$ cat config.mk
export PLATFORM = sky130hd
export DESIGN_NAME = fuzzy_sweep_engine
export DESIGN_NICKNAME = d
export VERILOG_FILES = /design/src/rtl/fuzzy_sweep_engine.sv
export SDC_FILE = /design/constraint.sdc
export NUM_CORES = 1
export LEC_CHECK = 0
export CAP_MARGIN = 20
export CORE_MARGIN = 4
export CORE_UTILIZATION = 25
export CTS_CLUSTER_DIAMETER = 30
export DETAILED_ROUTE_END_ITERATION = 8
export PLACE_DENSITY = 0.55
export SYNTH_ARGS = -nofsm -noshare
export SYNTH_HDL_FRONTEND = slang
export SYNTH_SLANG_ARGS = --single-unit
$ cat constraint.sdc
create_clock -name clk_0 -period 5.85 [get_ports clk_0]
set_input_delay 0.585 -clock clk_0 [delete_from_list [all_inputs] [get_ports clk_0]]
set_output_delay 0.585 -clock clk_0 [all_outputs]
set_load 0.1 [all_outputs]
$ cat src/rtl/fuzzy_sweep_engine.sv
// 2-D grid sweep for the fuzzy controller: drives both inputs, waits a settle time,
// captures the defuzzified output and streams (index, data) over valid/ready.
module fuzzy_sweep_engine #(
    parameter int DATA_W     = 8,
    parameter int MIN_VAL    = 1,
    parameter int MAX_VAL    = 254,
    parameter int STEP       = 1,
    parameter int SETTLE_CYC = 20,
    parameter int IDX_W      = 16
) (
    input  logic              clk_0,
    input  logic              Srst,
    input  logic              start,
    input  logic              abort,
    output logic [DATA_W-1:0] Entrada_01,
    output logic [DATA_W-1:0] Entrada_02,
    output logic              EN_REGRAS,
    input  logic [DATA_W-1:0] saida_defuzzy,
    output logic              sample_valid,
    input  logic              sample_ready,
    output logic [DATA_W-1:0] sample_data,
    output logic [IDX_W-1:0]  sample_idx,
    output logic              busy,
    output logic              done
);

    localparam int CNT_W = (SETTLE_CYC > 1) ? $clog2(SETTLE_CYC) : 1;
    localparam logic [CNT_W-1:0]  SETTLE_LAST = CNT_W'(SETTLE_CYC - 1);
    localparam logic [DATA_W-1:0] MIN_D       = DATA_W'(MIN_VAL);
    // One extra bit so that value+STEP past 2^DATA_W is seen as out of range
    localparam logic [DATA_W:0]   MAX_W       = (DATA_W+1)'(MAX_VAL);
    localparam logic [DATA_W:0]   STEP_W      = (DATA_W+1)'(STEP);

    typedef enum logic [2:0] {IDLE, SETTLE, CAPTURE, HOLD, DONE} state_t;

    state_t           state;
    logic [CNT_W-1:0] settle_cnt;
    logic [IDX_W-1:0] idx;
    logic [DATA_W:0]  next_e1;
    logic [DATA_W:0]  next_e2;

    assign next_e1 = {1'b0, Entrada_01} + STEP_W;
    assign next_e2 = {1'b0, Entrada_02} + STEP_W;

    always_ff @(posedge clk_0) begin
        if (Srst) begin
            state        <= IDLE;
            settle_cnt   <= '0;
            idx          <= '0;
            Entrada_01   <= MIN_D;
            Entrada_02   <= MIN_D;
            EN_REGRAS    <= 1'b0;
            sample_valid <= 1'b0;
            sample_data  <= '0;
            sample_idx   <= '0;
            busy         <= 1'b0;
            done         <= 1'b0;
        end else if (abort) begin
            // Abort beats start and beats a same-edge transfer in HOLD
            state        <= IDLE;
            settle_cnt   <= '0;
            Entrada_01   <= MIN_D;
            Entrada_02   <= MIN_D;
            EN_REGRAS    <= 1'b0;
            sample_valid <= 1'b0;
            busy         <= 1'b0;
            done         <= 1'b0;
        end else begin
            case (state)
                IDLE, DONE: begin
                    if (start) begin
                        state      <= SETTLE;
                        settle_cnt <= '0;
                        idx        <= '0;
                        Entrada_01 <= MIN_D;
                        Entrada_02 <= MIN_D;
                        EN_REGRAS  <= 1'b1;
                        busy       <= 1'b1;
                        done       <= 1'b0;
                    end
                end
                SETTLE: begin
                    if (settle_cnt == SETTLE_LAST) begin
                        settle_cnt <= '0;
                        state      <= CAPTURE;
                    end else begin
                        settle_cnt <= settle_cnt + 1'b1;
                    end
                end
                CAPTURE: begin
                    sample_data  <= saida_defuzzy;
                    sample_idx   <= idx;
                    sample_valid <= 1'b1;
                    state        <= HOLD;
                end
                HOLD: begin
                    if (sample_ready) begin
                        sample_valid <= 1'b0;
                        idx          <= idx + 1'b1;
                        if (next_e2 <= MAX_W) begin
                            Entrada_02 <= next_e2[DATA_W-1:0];
                            state      <= SETTLE;
                        end else if (next_e1 <= MAX_W) begin
                            Entrada_01 <= next_e1[DATA_W-1:0];
                            Entrada_02 <= MIN_D;
                            state      <= SETTLE;
                        end else begin
                            state     <= DONE;
                            EN_REGRAS <= 1'b0;
                            busy      <= 1'b0;
                            done      <= 1'b1;
                        end
                    end
                end
                default: state <= IDLE;
            endcase
        end
    end

endmodule

* Yosys cells after proc, flatten, opt, wreduce, memory -nomap -nowiden
Cells that the tools add are included.
** Word-level totals
- Logic and storage cells :: 76
- Bits of input ports :: 13
- Memory bits (writable) :: 0
- Bits in latches :: 0
- Memories :: 0
- ROM bits :: 0
- Flip-flop bits (word level) :: 67
** Operators by class
- Bitwise gates (word level) :: 1
- $add $sub $neg :: 4
- $lt $le $gt $ge :: 2
- Equality and inequality tests :: 12
- Multiplexer cells :: 33
- Divide/modulo/power cells :: 0
- Shifts and indexed selects :: 0
- Reduce and logical (&&, ||, !) cells :: 14
- Multiply operators :: 0
** Operators with widths (count)
- $mux W8 :: 7
- $mux W16 :: 2
- $pmux W16 S2 :: 1
- $pmux W8 S2 :: 2
- $add A8 B1 Y9 const B :: 2
- $le A9 B8 Y1 const B :: 2
- $add A16 B1 Y16 const B :: 1
- $mux W3 :: 5
- $ne A2 B2 Y1 const B :: 6
- $pmux W3 S4 :: 1
- $mux W5 :: 2
- $pmux W5 S2 :: 1
- $reduce_and A5 Y1 :: 2
- $mux W1 :: 9
- $reduce_and A4 Y1 :: 2
- $eq A3 B2 Y1 const B :: 2
- $pmux W1 S2 :: 3
- $reduce_and A2 Y1 :: 3
- $reduce_bool A2 Y1 :: 3
- $add A5 B1 Y5 const B :: 1
- $eq A5 B5 Y1 const B :: 1
- $reduce_or A2 Y1 :: 2
- $eq A3 B1 Y1 const B :: 1
- $eq A3 B3 Y1 const B :: 1
- 4 further kinds :: 4

* Longest topological paths before layout
- Depth after elaboration :: 6
- Mapped depth :: 9
- Gate-level depth less buffers :: 8

* Least setup slack after synthesis
OpenSTA, ideal clock, no wires.
- Path type :: reg-to-reg
- Start point :: register Entrada_01[0]
- End point :: register Entrada_02[0]
- Buffers on the path :: 0
- Setup slack :: 2.974 ns
- Stages on the path, launching flop included :: 8
- Arrival :: 2.755 ns
- Path through :: dfxtp_1 > ha_1 > nand2_1 > o31a_1 > o21ai_1 > nand3_1 > a211o_2 > o31a_1
** On the way
- Word-level cells in the longest chain between the ends :: 4
** Ends and longest elaborated chain
- start, declared :: RTL line 15 : output logic [DATA_W-1:0] Entrada_01,
- start signal, assigned :: RTL line 104 : Entrada_01 <= next_e1[DATA_W-1:0];
- $add A8 B1 Y9 :: RTL line 42 : assign next_e1 = {1'b0, Entrada_01} + STEP_W;
- $le A9 B8 Y1 :: RTL line 103 : end else if (next_e1 <= MAX_W) begin
- $ne A3 B3 Y1 (no source line)
- $reduce_and A4 Y1 (no source line)
- end signal, assigned :: RTL line 101 : Entrada_02 <= next_e2[DATA_W-1:0];
- end, declared :: RTL line 16 : output logic [DATA_W-1:0] Entrada_02,
No other way between the ends.
A chain may end at the register's enable or synchronous reset.

* Final worst setup path
- Start point :: input Srst
- End point :: register Entrada_01[0]
** On the way
- Word-level cells in the longest chain between the ends :: 1
** Ends and longest elaborated chain
- start, declared :: RTL line 12 : input logic Srst,
- $reduce_or A2 Y1 (no source line)
No other way between the ends.

==> impl_metrics.csv <==
group,metric,value,unit
drt,wl_per_cell,13.0,µm
synthesis,synthCells,399,
die,io_pins,57,
final_layout,syn_to_final_growth,30.9,%
place,pre_cts_ws,2.72,ns
worst_setup_path,start_kind,"input pin",
run,drv_cap,0,
sta,worst_pin_slew,1.01,ns
sta,setup_viol,0,
synthesis,synth_flop_cell,"dfxtp_1",
drt,viasPerCell,4.79,
synthesis,synth_commonest_cells,"nand2_1, dfxtp_1, a21oi_1",
clocking,clockBufferDepth,2,
worst_setup_path,path_cells,"clkdlybuf4s50_1 -> or2_2 -> nor2_1 -> o2bb2ai_2 -> mux2i_1",
power_and_ir_drop,p_leak,1.40,nW
worst_setup_path,cp_max_fo,28,
clocking,worstSkewPairLatency,0.33,ns
clocking,clock-sinks,67,
sta,worst_slew_margin_rel,32.8,%
synthesis,synth.most_common_cell,"nand2_1",
synthesis,yosysTopAreaCell,"dfxtp_1",
drt,vias,2988,
worst_setup_path,path_delay_family,"simple AND/OR/NAND/NOR gates",
power_and_ir_drop,p_per_area,253,nW/µm²
drt,drc,0,
die,core_area,12800,µm²
min_path,min_path_cells,2,
grt,grt-ovfl-total,0,
clocking,cts_hold_buf,0,
synthesis,ys_seq_area_share,40.4,%
die,die_h,123,µm
place,io_buffers,56,
die,dieArea,15200,µm²
drt,firstDrtPassIters,4,
final_layout,nets,466,
clocking,postCtsSetupBuffers,0,
clocking,cts.htree.levels,3,
synthesis,ys_types,63,
sta,fmax,362,MHz
worst_setup_path,cpPeakStageDelay,0.92,ns
synthesis,syn-num-nets,418,
sta,period_minus_slack,2.76,ns
worst_setup_path,worstSetupEndpointType,"flop",
final_layout,layoutNonFillerInstCount,624,
worst_setup_path,reg2reg_depth,8,
drt,drt_iter0_drc,113,
synthesis,async_flop_share,0,%
synthesis,syn_area,3320,µm²
sta,finalHoldViolations,0,
status,outcome,"finished clean",
sta,rsz0062_at_grt,"no",
synthesis,ys_ff_latch,67,
sta,setup_ws,3.09,ns
clocking,cts_tree,"built",
grt,grt.total_usage,11.0,%
worst_setup_path,slowest_stage,"clkdlybuf4s50_1",
grt,antenna_found_initial,0,
sta,fin_crit_sh,47.2,%
synthesis,synth_top_area_share,40.4,%
sta,finalClockSkew,0.00715,ns
grt,grt_max_degree,29,
grt,grt_pass1_vias,2710,
sta,slew_violations,0,
die,rows,41,
clocking,ctsRootBufferMaster,"clkbuf_16",
grt,grt_pass1_wl,13500,µm
final_layout,diodes,0,
worst_setup_path,crit_arrival,2.97,ns
die,fp.dieW,123,µm
place,place_hpwl,5770,µm
drt,antenna_left,0,
clocking,cts_resized,0,
synthesis,synth_area_leaders,"dfxtp_1, nand2_1, a21oi_1, nor2_1, ha_1",
worst_setup_path,cp.depth,5,
worst_setup_path,path_buf_inv,1,
final_layout,drive_gt1_share,8.41,%
final_layout,final_area,4340,µm²
synthesis,synth-edff-count,0,
min_path,hp-class,"reg -> reg",
drt,routed_wl,8090,µm
synthesis,syn_avg_cell_area,8.32,µm²
synthesis,yosys_warnings,0,
clocking,clk_pin_slew_worst_paths,0.06,ns
die,start_util,25.9,%
sta,final.setup.tns,0,ns
place,placed_cells,607,
place,place_area,4010,µm²
power_and_ir_drop,ir_drop,0.139,mV
worst_setup_path,crit_required,6.06,ns
worst_setup_path,crit_type,"in -> reg",
place,gp_congestion,0.826,
clocking,cts_buffers,9,
-- where the power goes --
part	leakage, nW	switching, W	internal (W)
Combinational	0.702	0.0000359	0.0000195
Sequential	0.540	0.00000398	0.000459
Clock	0.160	0.000204	0.000376
-- cells by family (layout without fill, tap and decap cells) --
logic type	after synthesis	in the layout	share of synthesized area (%)
xor gates and xnor gates	13	13	3.43
and+or+nand+nor	170	170	26.1
muxes	8	8	2.45
adders and majority gates	6	6	2.26
AOI/OAI and AO/OA	105	105	21.4
DFF	67	67	40.4
buffers and inverters	30	83	3.92
-- metal layers --
metal	global-route usage (%)	part of all wire, %
met3	2.65	4.0
met4	4.15	1.6
met2	17.2	47
met5	0	0
met1	14.6	48
-- state kept, by name (all words and copies together), names as in the netlist --
name and count:
idx 16, sample_idx 16, Entrada_01 8, Entrada_02 8
sample_data 8, settle_cnt 5, state 3, busy 1
done 1, sample_valid 1
-- worst reg2reg max path, stage by stage, from the launching register on --
cell and delay (ns):
dfxtp_1 0.41, inv_1 0.10, ha_1 0.30, nor2_1 0.21, o2111ai_1 0.23, nand2_2 0.31
nor2_2 0.14, a211o_2 0.42, o31a_1 0.26
-- layout by cell type, fill, tap and decap left out, types with 7 or more instances in the layout --
| master | synthesis | layout |
|---|---|---|
| nand4_1 | 8 | 8 |
| nor3_1 | 8 | 7 |
| xor2_1 | 7 | 7 |
| and3_1 | 7 | 7 |
| clkdlybuf4s50_1 | 0 | 56 |
| nor2_1 | 30 | 30 |
| inv_1 | 9 | 9 |
| mux2i_1 | 7 | 7 |
| dfxtp_1 | 67 | 67 |
| nand2_1 | 69 | 69 |
| nand3_1 | 14 | 14 |
| a21oi_1 | 45 | 45 |
| o21ai_0 | 15 | 15 |
| clkbuf_16 | 0 | 9 |
-- through the flow --
step | hold WS, ns | power, W | util (%)
5_1_grt | 0.471 | 0.00114 | 33.9
4_1_cts | 0.455 | 0.00111 | 33.8
3_3_place_gp | 0.444 | 0.000527 | 31.3
3_5_place_dp | 0.448 | 0.000528 | 31.3
2_1_floorplan | 0.444 | 0.000510 | -
6_report | 0.452 | 0.00110 | 33.9
-- path summary, 6_finish.rpt --
check	start	endpoint	slack, ns
min reg2reg	sample_idx[3]$_SDFFE_PP0P_	sample_idx[3]$_SDFFE_PP0P_	0.45
max reg2reg	Entrada_02[1]$_SDFFE_PP0P_	Entrada_02[0]$_SDFFE_PP1P_	3.38
min	sample_idx[3]$_SDFFE_PP0P_	sample_idx[3]$_SDFFE_PP0P_	0.45
max	Srst	Entrada_01[0]$_SDFFE_PP1P_	3.09
-- cell type report --
cell class / count / area (µm²)
fillers: 1375 / 8480
well taps: 172 / 215
clock inverters: 7 / 100
repair buffers: 58 / 576
flip-flops and latches: 67 / 1340
multi-input cells: 302 / 1850
inverters: 9 / 33.8
clock buffers: 9 / 225
Power figures use the tool's default switching activity.
